==> src/rtl/toothless_lsu_ctrl.sv <==
`timescale 1ns/1ps
`default_nettype none
// ============================================================================
// Module   : toothless_lsu_ctrl
// Purpose  : Load/store sequencer between the EX stage and the data-memory
//            bus (req/gnt/rvalid). It handles one load or store at a time and
//            stalls the core while that op is in flight. It formats byte
//            enables and store data, and it sign- or zero-extends load data
//            for the RF write port (RF_WP_A_SEL_LSU).
// Revision : 1.0 - initial release
// ----------------------------------------------------------------------------
// Parameters
//   TIMEOUT_CYCLES : maximum number of cycles spent in REQ+RESP before the op
//                    is aborted with an error; 0 disables the timeout
//   CNT_WIDTH      : width of the timeout counter (must hold TIMEOUT_CYCLES)
// Ports
//   clk_i, rst_i          : clock, asynchronous active-high reset
//   req_i                 : EX holds a load/store (level, held while busy_o)
//   we_i / size_i /
//   unsigned_i            : store flag, access size (funct3[1:0]), zero-extend
//   addr_i / wdata_i      : effective address, store data (rs2)
//   busy_o                : pipeline stall request
//   done_o                : 1-cycle completion pulse, rdata_o/err_o valid
//   rdata_o / err_o       : extended load data / bus error, timeout, misalign
//   data_*                : data-memory bus master interface
// Configuration
//   TOOTHLESS_LSU_MISALIGN_EXC_EN : when defined, a misaligned half or word
//     access completes at once with err_o set and issues no bus request.
//     When undefined, the low address bits that the access size does not use
//     are dropped.
// ============================================================================
module toothless_lsu_ctrl #(
  parameter int unsigned TIMEOUT_CYCLES = 255,
  parameter int unsigned CNT_WIDTH      = 8
) (
  input  logic        clk_i,
  input  logic        rst_i,
  input  logic        req_i,
  input  logic        we_i,
  input  logic [1:0]  size_i,
  input  logic        unsigned_i,
  input  logic [31:0] addr_i,
  input  logic [31:0] wdata_i,
  output logic        busy_o,
  output logic        done_o,
  output logic [31:0] rdata_o,
  output logic        err_o,
  output logic        data_req_o,
  input  logic        data_gnt_i,
  output logic [31:0] data_addr_o,
  output logic        data_we_o,
  output logic [3:0]  data_be_o,
  output logic [31:0] data_wdata_o,
  input  logic        data_rvalid_i,
  input  logic [31:0] data_rdata_i,
  input  logic        data_err_i
);

  typedef enum logic [1:0] {
    ST_IDLE = 2'd0,
    ST_REQ  = 2'd1,
    ST_RESP = 2'd2
  } state_e;

  // Counter value seen during the last cycle allowed in REQ/RESP.
  localparam logic [CNT_WIDTH-1:0] TO_LAST =
    CNT_WIDTH'((TIMEOUT_CYCLES == 0) ? 0 : TIMEOUT_CYCLES - 1);

  state_e                state_q;
  logic [CNT_WIDTH-1:0]  cnt_q;
  logic [1:0]            size_q;
  logic                  unsigned_q;
  logic [1:0]            off_q;        // captured addr[1:0]
  logic                  data_req_q;
  logic [31:0]           data_addr_q;
  logic                  data_we_q;    // also the captured store flag
  logic [3:0]            data_be_q;
  logic [31:0]           data_wdata_q;
  logic                  done_q;
  logic                  err_q;
  logic [31:0]           rdata_q;

  logic                  accept;
  logic                  misalign;
  logic                  timeout_hit;
  logic [CNT_WIDTH-1:0]  cnt_d;
  logic [3:0]            be_d;
  logic [31:0]           wdata_d;
  logic [1:0]            ld_off;
  logic [31:0]           ld_shift;
  logic [31:0]           load_d;

  // done_q blocks acceptance so the op that just completed (req_i is still
  // high in the done cycle) is not accepted a second time.
  assign accept = (state_q == ST_IDLE) & req_i & ~done_q;
  assign busy_o = (state_q != ST_IDLE) | (req_i & ~done_q);

`ifdef TOOTHLESS_LSU_MISALIGN_EXC_EN
  assign misalign = ((size_i == 2'b01) & addr_i[0]) |
                    (size_i[1] & (addr_i[1:0] != 2'b00));
`else
  assign misalign = 1'b0;
`endif

  assign timeout_hit = (TIMEOUT_CYCLES != 0) && (cnt_q >= TO_LAST);
  // The counter saturates so that a late grant cannot wrap it.
  assign cnt_d       = (&cnt_q) ? cnt_q : cnt_q + CNT_WIDTH'(1);

  // Store formatting: replicate the store data across all lanes so that the
  // byte enables alone select the target bytes.
  always_comb begin
    be_d    = 4'b0000;
    wdata_d = 32'h0;
    unique case (size_i)
      2'b00: begin
        be_d    = 4'b0001 << addr_i[1:0];
        wdata_d = {4{wdata_i[7:0]}};
      end
      2'b01: begin
        be_d    = addr_i[1] ? 4'b1100 : 4'b0011;
        wdata_d = {2{wdata_i[15:0]}};
      end
      default: begin
        be_d    = 4'b1111;
        wdata_d = wdata_i;
      end
    endcase
  end

  // Load extraction: move the addressed lane down to bit 0, then extend it.
  always_comb begin
    ld_off = 2'b00;
    unique case (size_q)
      2'b00:   ld_off = off_q;
      2'b01:   ld_off = {off_q[1], 1'b0};
      default: ld_off = 2'b00;
    endcase
  end

  assign ld_shift = data_rdata_i >> {ld_off, 3'b000};

  always_comb begin
    load_d = ld_shift;
    unique case (size_q)
      2'b00:   load_d = {{24{~unsigned_q & ld_shift[7]}},  ld_shift[7:0]};
      2'b01:   load_d = {{16{~unsigned_q & ld_shift[15]}}, ld_shift[15:0]};
      default: load_d = ld_shift;
    endcase
  end

  always_ff @(posedge clk_i or posedge rst_i) begin
    if (rst_i) begin
      state_q      <= ST_IDLE;
      cnt_q        <= '0;
      size_q       <= 2'b00;
      unsigned_q   <= 1'b0;
      off_q        <= 2'b00;
      data_req_q   <= 1'b0;
      data_addr_q  <= 32'h0;
      data_we_q    <= 1'b0;
      data_be_q    <= 4'b0000;
      data_wdata_q <= 32'h0;
      done_q       <= 1'b0;
      err_q        <= 1'b0;
      rdata_q      <= 32'h0;
    end else begin
      // Completion outputs are a single-cycle pulse.
      done_q  <= 1'b0;
      err_q   <= 1'b0;
      rdata_q <= 32'h0;

      unique case (state_q)
        ST_IDLE: begin
          if (accept) begin
            size_q     <= size_i;
            unsigned_q <= unsigned_i;
            off_q      <= addr_i[1:0];
            data_we_q  <= we_i;
            cnt_q      <= '0;
            if (misalign) begin
              done_q <= 1'b1;
              err_q  <= 1'b1;
            end else begin
              state_q      <= ST_REQ;
              data_req_q   <= 1'b1;
              data_addr_q  <= {addr_i[31:2], 2'b00};
              data_be_q    <= be_d;
              data_wdata_q <= wdata_d;
            end
          end
        end

        ST_REQ: begin
          cnt_q <= cnt_d;
          // A grant in the timeout cycle still completes the handshake.
          if (data_gnt_i) begin
            state_q    <= ST_RESP;
            data_req_q <= 1'b0;
          end else if (timeout_hit) begin
            state_q    <= ST_IDLE;
            data_req_q <= 1'b0;
            done_q     <= 1'b1;
            err_q      <= 1'b1;
          end
        end

        ST_RESP: begin
          cnt_q <= cnt_d;
          if (data_rvalid_i) begin
            state_q <= ST_IDLE;
            done_q  <= 1'b1;
            err_q   <= data_err_i;
            rdata_q <= (data_we_q | data_err_i) ? 32'h0 : load_d;
          end else if (timeout_hit) begin
            state_q <= ST_IDLE;
            done_q  <= 1'b1;
            err_q   <= 1'b1;
          end
        end

        default: begin
          state_q    <= ST_IDLE;
          data_req_q <= 1'b0;
        end
      endcase
    end
  end

  assign done_o       = done_q;
  assign err_o        = err_q;
  assign rdata_o      = rdata_q;
  assign data_req_o   = data_req_q;
  assign data_addr_o  = data_addr_q;
  assign data_we_o    = data_we_q;
  assign data_be_o    = data_be_q;
  assign data_wdata_o = data_wdata_q;

endmodule

`default_nettype wire

==> config.mk <==
export PLATFORM = sky130hd
export DESIGN_NAME = toothless_lsu_ctrl
export DESIGN_NICKNAME = d
export VERILOG_FILES = /design/src/rtl/toothless_lsu_ctrl.sv
export SDC_FILE = /design/constraint.sdc
export NUM_CORES = 1
export LEC_CHECK = 0
export BUFFER_PORTS_ARGS = -buffer_cell sky130_fd_sc_hd__buf_2
export CORE_AREA = 2 2 146 91
export CTS_CLUSTER_SIZE = 14
export DETAILED_ROUTE_END_ITERATION = 12
export DIE_AREA = 0 0 148 93
export GPL_TIMING_DRIVEN = 0
export PLACE_DENSITY = 0.73
export RECOVER_POWER = 25
export SYNTH_ARGS = -nofsm -noshare
export SYNTH_HDL_FRONTEND = slang
export SYNTH_SLANG_ARGS = --single-unit
==> constraint.sdc <==
create_clock -name clk_i -period 3.6 [get_ports clk_i]
set_input_delay 0.36 -clock clk_i [delete_from_list [all_inputs] [get_ports clk_i]]
set_output_delay 0.36 -clock clk_i [all_outputs]
set_load 0.005 [all_outputs]
# Word level (Yosys, flattened, before mapping)
# Cells that the tools add are included.
[word_totals] mem_count=0 elab_cells=70 ff_bits=117 output_inout_bits=105 ramBits=0 mem_bits_ro=0 latch_bits=0 in_bits=106
[op_classes] n_mux=26 n_div=0 reduce_logical=10 n_shift=2 order_cmp=1 n_mul=0 eq_ne=7 n_bitwise=10 add_sub_neg=1
[ops] operator="one-hot mux 32 bit (2 select lines)" count=2
[ops] operator="2-to-1 mux 32 bit" count=3
[ops] operator=">> shifter 32 x 5 -> 32 bit" count=1
[ops] operator="2-to-1 mux 8 bit" count=2
[ops] operator="one-hot mux 8 bit (2 select lines)" count=1
[ops] operator="adder 8 x 1 -> 8 bit, second input constant" count=1
[ops] operator=">= comparator 8 bit, second input constant" count=1
[ops] operator="2-to-1 mux 2 bit" count=4
[ops] operator="one-hot mux 4 bit (2 select lines)" count=1
[ops] operator="AND reduction 8 bit" count=1
[ops] operator="2-to-1 mux 1 bit" count=7
[ops] operator="== test 2 x 1 -> 1 bit, second input constant" count=3
[ops] operator="zero test 2 bit" count=3
[ops] operator="one-hot mux 2 bit (3 select lines)" count=1
[ops] operator="AND reduction 3 bit" count=2
[ops] operator="AND 1 bit" count=5
[ops] operator="2-to-1 mux 4 bit" count=1
[ops] operator="!= test 2 bit, second input constant" count=2
[ops] operator="one-hot mux 1 bit (2 select lines)" count=2
[ops] operator="one-hot mux 2 bit (2 select lines)" count=1
[ops] operator="nonzero test 2 bit" count=2
[ops] operator="<< shifter 1 x 2 -> 4 bit, first input constant" count=1
[ops] operator="!= test 3 bit, second input constant" count=1
[ops] operator="NOT 1 bit" count=3
[ops] operator="other kinds (5)" count=6

# Longest topological paths before layout
[depth] depth_word=8 ltp_mapped=8 depth_no_buf=6

# Least setup slack after synthesis
# Ideal clock, no wire load.
[synth_path] kind="flip-flop to flip-flop" startpoint="reg state_q[0]" endpoint="reg data_addr_q[10] (netlist: data_addr_o[10])" path_stages_with_launch=7 setup_slack_ns=1.786 t_arrival_ns=1.690 n_path_buf=2 cell_sequence="dfrtp_1 -> inv_1 -> ha_1 -> nand3b_1 -> clkbuf_1 -> buf_2 -> mux2_2"
[synth_between] elab_chain_len=4
[synth_lines] element="from (decl)" line_no="69" source="state_e state_q;"
[synth_lines] element="from (signal assigned)" line_no="153" source="state_q <= ST_IDLE;"
[synth_lines] element="from (signal assigned)" line_no="184" source="state_q <= ST_REQ;"
[synth_lines] element="from (signal assigned)" line_no="197" source="state_q <= ST_RESP;"
[synth_lines] element="zero test 2 bit (*)" line_no="95, 172"
[synth_lines] element="AND 1 bit (2 in a row)" line_no="95" source="assign accept = (state_q == ST_IDLE) & req_i & ~done_q;"
[synth_lines] element="AND reduction 2 bit (no line) (*)"
[synth_lines] element="to (signal assigned)" line_no="186" source="data_addr_q <= {addr_i[31:2], 2'b00};"
[synth_lines] element="to (decl)" line_no="75" source="logic [31:0] data_addr_q;"
# Every way passes the cells marked *; elsewhere a longest branch is shown, timed or not.
# A chain may end at the register's enable or synchronous reset.

# Worst setup path after layout
[layout_path] startpoint="reg state_q[0]" endpoint="reg rdata_q[25] (netlist: rdata_o[25])"
[layout_between] elab_chain_len=2
[layout_lines] element="== test 2 bit" line_no="172" source="unique case (state_q)"
[layout_lines] element="2-to-1 mux 32 bit" line_no="172"
[layout_lines] element="to (signal assigned)" line_no="213" source="rdata_q <= (data_we_q | data_err_i) ? 32'h0 : load_d;"
[layout_lines] element="to (decl)" line_no="81" source="logic [31:0] rdata_q;"
# No other way between the ends.

==> impl_metrics.py <==
metrics = {
    "run_status": {
        "status": "finished, violations left",
        "failed_checks": "capacitance limit, slew limit",
    },
    "synthesis": {
        "synth_top_family_by_area": "multiplexers",
        "synth_async_sr_flop_share": 1.00,
        "area_fraction_in_and_or_nand_and_nor_cells_after_synthesis": 0.108,
        "synth_top_cells_by_area": "sky130_fd_sc_hd__dfrtp_1 (55%), sky130_fd_sc_hd__mux2_2 (10%), sky130_fd_sc_hd__mux2i_1 (5.1%)",
        "synthDistinctLibCells": 52,
        "synth.top_cell.area_share": 0.547,
        "post_synth_mux_area_share": 0.186,
        "synth_area_mm2": 0.00535,
        "synth_top_area_cell": "sky130_fd_sc_hd__dfrtp_1",
        "avg_synthesized_cell_area_um2": 11.6,
        "share_of_synthesized_area_occupied_by_flip_flops_and_latches": 0.547,
        "synth.yosys.warnings": 0,
        "synthFlopType": "sky130_fd_sc_hd__dfrtp_1",
        "synth_compound_area_frac": 0.111,
        "post_synthesis_sequential_element_count": 117,
        "synthXorXnorAreaFrac": 0,
        "post_syn_instances": 461,
        "synthAdderAreaFrac": 0.0140,
        "synth-edff-count": 0,
    },
    "cells_and_area": {
        "layout.nets": 802,
        "drive_above_1_share": 0.462,
        "number_of_antenna_repair_diodes": 0,
        "areaGrowthSynthToFinish_pct": 35.1,
    },
    "floorplan": {
        "floorplan.initialDensity": 0.428,
        "core_area_mm2": 0.0125,
        "die-height_um": 93,
        "floorplan.die.width_um": 148,
        "die-area_mm2": 0.0138,
        "placement_rows": 32,
        "io_pins": 211,
    },
    "clock_network": {
        "number_of_buffers_on_the_longest_clock_path": 2,
        "cts_post_setup_buffers_inserted": 0,
        "count_of_cells_resized_by_post_cts_repair": 0,
        "clk_pin_slew_worst_paths_ns": 0.06,
        "h-tree-depth": 4,
        "ctsRootBufferMaster": "sky130_fd_sc_hd__clkbuf_16",
        "worst_skew_pair.late_latency_ns": 0.41,
        "postCtsHoldBufs": 0,
        "cts.sink_count": 117,
        "number_of_buffers_added_by_the_clock_tree_synthesis_step": 17,
        "clock_tree_from_tritoncts": "done",
    },
    "critical_path": {
        "worst-endpoint-arrival_ns": 2.81,
        "timing.critical_path.cells": "inv_1 -> ha_1 -> nand4bb_1 -> clkbuf_1 -> nor2_1 -> clkbuf_1 -> nand2_1 -> o21ai_2",
        "cp_max_fo": 10,
        "path_delay_family": "simple AND/OR/NAND/NOR gates",
        "worst_setup_path_end_kind": "flop",
        "timing.critical_path.buf_inv": 3,
        "critical_path.most_common_cell": "sky130_fd_sc_hd__clkbuf_1",
        "cpMaxStageDelayCell": "sky130_fd_sc_hd__nor2_1",
        "worst_path_largest_cell_delay_ns": 0.55,
        "setup.worst_path.class": "reg -> reg",
        "crit_path_start_kind": "flop",
        "worstPathRequired_ns": 3.93,
    },
    "place": {
        "detailed_place_hpwl_um": 11100,
        "buffer_ports.inserted": 208,
        "routabilityCongestion": 0.835,
    },
    "min_path": {
        "holdCritPathClass": "in -> reg",
    },
    "power_and_ir_drop": {
        "power.density_cell_area_mw_per_mm2": 791,
        "pwr-share-clk": 0.294,
        "finalPower_w": 0.00572,
        "power.ir.vdd_worst_mv": 0.359,
        "p_sw_w": 0.00194,
        "swShare": 0.340,
        "power_leakage_nw": 3.61,
        "comb_pwr_share": 0.349,
        "seq_power_share": 0.357,
        "design_internal_power_w": 0.00378,
    },
    "routing": {
        "drc_errors": 0,
        "wl_per_cell_um": 17.0,
        "avgViaCountPerCell": 5.07,
        "first_iter_violations": 230,
        "drtAntennaViolNets": 0,
        "num_vias": 4424,
        "route.final.wire_length_um": 14900,
        "drt-pass1-iter-count": 4,
    },
    "job": {
        "drv_cap": 1,
    },
    "sta": {
        "tightest_slew_ns": 2.19,
        "fin_skew_ns": 0.00682,
        "timing.final.crit_share": 0.689,
        "final_hold_viol_count": 0,
        "report.final.setup_viol": 0,
        "max_freq_ghz": 0.403,
        "slew_violations": 48,
        "unrepaired_setup_endpoints_after_global_routing": "no",
        "max_slew_margin": -0.465,
        "hold-worst-slack_ns": 0.177,
        "layout_min_cycle_time_ns": 2.48,
    },
    "grt": {
        "first_global_vias": 4420,
        "grtUsageTotal": 0.218,
        "grt_start_max_net_pins": 71,
        "grt_antenna_before_repair": 1,
        "grt_first_pass_wirelength_um": 23100,
        "grt_remaining_overflow": 0,
    },
}
[path summary, 6_finish.rpt]
path / from / endpoint / cells past startpoint / slack, ns
hold / removal: data_rdata_i[17] / rdata_o[17] / 3 / 0.18
setup reg to reg: state_q[0] / rdata_o[25] / 8 / 1.12
min in group asynchronous: rst_i / data_addr_o[27] / 2 / 0.54
setup / recovery: state_q[0] / rdata_o[25] / 8 / 1.12
max in group asynchronous: rst_i / data_wdata_o[10] / 3 / 2.01
hold reg to reg: data_wdata_o[8] / data_wdata_o[8] / 2 / 0.47
[cell usage in the layout, fill, tap and decap left out, types with 8 or more instances in the layout]
cell type	instances
sky130_fd_sc_hd__a21oi_1	16
sky130_fd_sc_hd__a31oi_1	8
sky130_fd_sc_hd__buf_2	213
sky130_fd_sc_hd__clkbuf_1	13
sky130_fd_sc_hd__clkbuf_16	17
sky130_fd_sc_hd__dfrtp_1	117
sky130_fd_sc_hd__inv_1	10
sky130_fd_sc_hd__mux2_2	49
sky130_fd_sc_hd__mux2i_1	27
sky130_fd_sc_hd__nand2_1	61
sky130_fd_sc_hd__nor2_1	20
sky130_fd_sc_hd__nor2b_1	9
sky130_fd_sc_hd__o21ai_0	42
sky130_fd_sc_hd__o21ai_2	10
[tightest hold or removal path, delay by kind of cell]
kind,cells,cell delay (ns)
buf+inv,1,0.09
simple gates,1,0.04
compound gates,1,0.06
[Yosys cell counts (2+ instances only)]
master and number:
sky130_fd_sc_hd__dfrtp_1 117, sky130_fd_sc_hd__nand2_1 61, sky130_fd_sc_hd__mux2_2 49, sky130_fd_sc_hd__o21ai_0 42, sky130_fd_sc_hd__mux2i_1 27, sky130_fd_sc_hd__nor2_1 20
sky130_fd_sc_hd__a21oi_1 16, sky130_fd_sc_hd__clkbuf_1 13, sky130_fd_sc_hd__inv_1 11, sky130_fd_sc_hd__o21ai_2 10, sky130_fd_sc_hd__nor2b_1 9, sky130_fd_sc_hd__a31oi_1 8
sky130_fd_sc_hd__mux4_2 7, sky130_fd_sc_hd__nand2b_1 7, sky130_fd_sc_hd__ha_1 6, sky130_fd_sc_hd__buf_2 5, sky130_fd_sc_hd__o31ai_1 5, sky130_fd_sc_hd__buf_1 4
sky130_fd_sc_hd__or4_1 4, sky130_fd_sc_hd__buf_4 3, sky130_fd_sc_hd__nand3_1 3, sky130_fd_sc_hd__buf_6 2, sky130_fd_sc_hd__nand4_1 2, sky130_fd_sc_hd__o31a_1 2
[cell families (layout without fill, tap and decap cells)]
| family | after synthesis | count (layout) |
|---|---|---|
| and+or+nand+nor | 121 | 121 |
| DFF | 117 | 117 |
| AOI/OAI and AO/OA | 94 | 94 |
| muxes | 84 | 84 |
| buffers and inverters | 38 | 279 |
| adders and majority gates | 6 | 6 |
| other | 1 | 2 |
[layout make-up]
| type | count | area, um2 |
|---|---|---|
| sequential | 117 | 2930 |
| tap | 170 | 213 |
| timing repair buffer | 209 | 1070 |
| buffer | 27 | 134 |
| clock buffer | 18 | 439 |
| inverter | 11 | 42.5 |
| clock inverter | 14 | 153 |
| multi-input combinational | 307 | 2250 |
| fill | 1065 | 5260 |
[power by group through the flow]
stage | logic (W) | registers [W] | clock network (W)
2_1_floorplan | 0.00117 | 0.00206 | 0
3_3_place_gp | 0.00194 | 0.00203 | 0
3_5_place_dp | 0.00201 | 0.00205 | 0
4_1_cts | 0.00201 | 0.00204 | 0.00171
5_1_grt | 0.00220 | 0.00210 | 0.00178
6_report | 0.00200 | 0.00204 | 0.00168
[state kept, by name, summed over array words and instances (netlist names)]
| signal | flops |
|---|---|
| done_o | 1 |
| off_q | 2 |
| rdata_o | 32 |
| err_o | 1 |
| state_q | 2 |
| size_q | 2 |
| unsigned_q | 1 |
| data_wdata_o | 32 |
| data_req_o | 1 |
| data_addr_o | 30 |
| data_we_o | 1 |
| cnt_q | 8 |
| data_be_o | 4 |
[metal layers]
metal / up-vias / part of all wire / global-route usage
met1: 2109 / 0.44 / 0.290
met4: 2 / 0.011 / 0.0651
met2: 209 / 0.46 / 0.345
met3: 19 / 0.087 / 0.0712
met5: - / 0.00087 / 0
li1: 2085 / - / -
[metrics by stage]
stage / std cells / utilization / worst slack [ns] / setup TNS (ns) / area [um2]
6_report: 873 / 0.579 / 1.12 / 0 / 7230
5_1_grt: 873 / 0.579 / 0.908 / 0 / 7230
4_1_cts: 873 / 0.579 / 1.12 / 0 / 7230
3_5_place_dp: 841 / 0.531 / 1.16 / 0 / 6640
3_3_place_gp: 840 / 0.529 / -1.06 / -122.77 / 6610
2_1_floorplan: 462 / - / 0.139 / 0 / 5350
No activity file was read; power rests on OpenSTA's default activity.
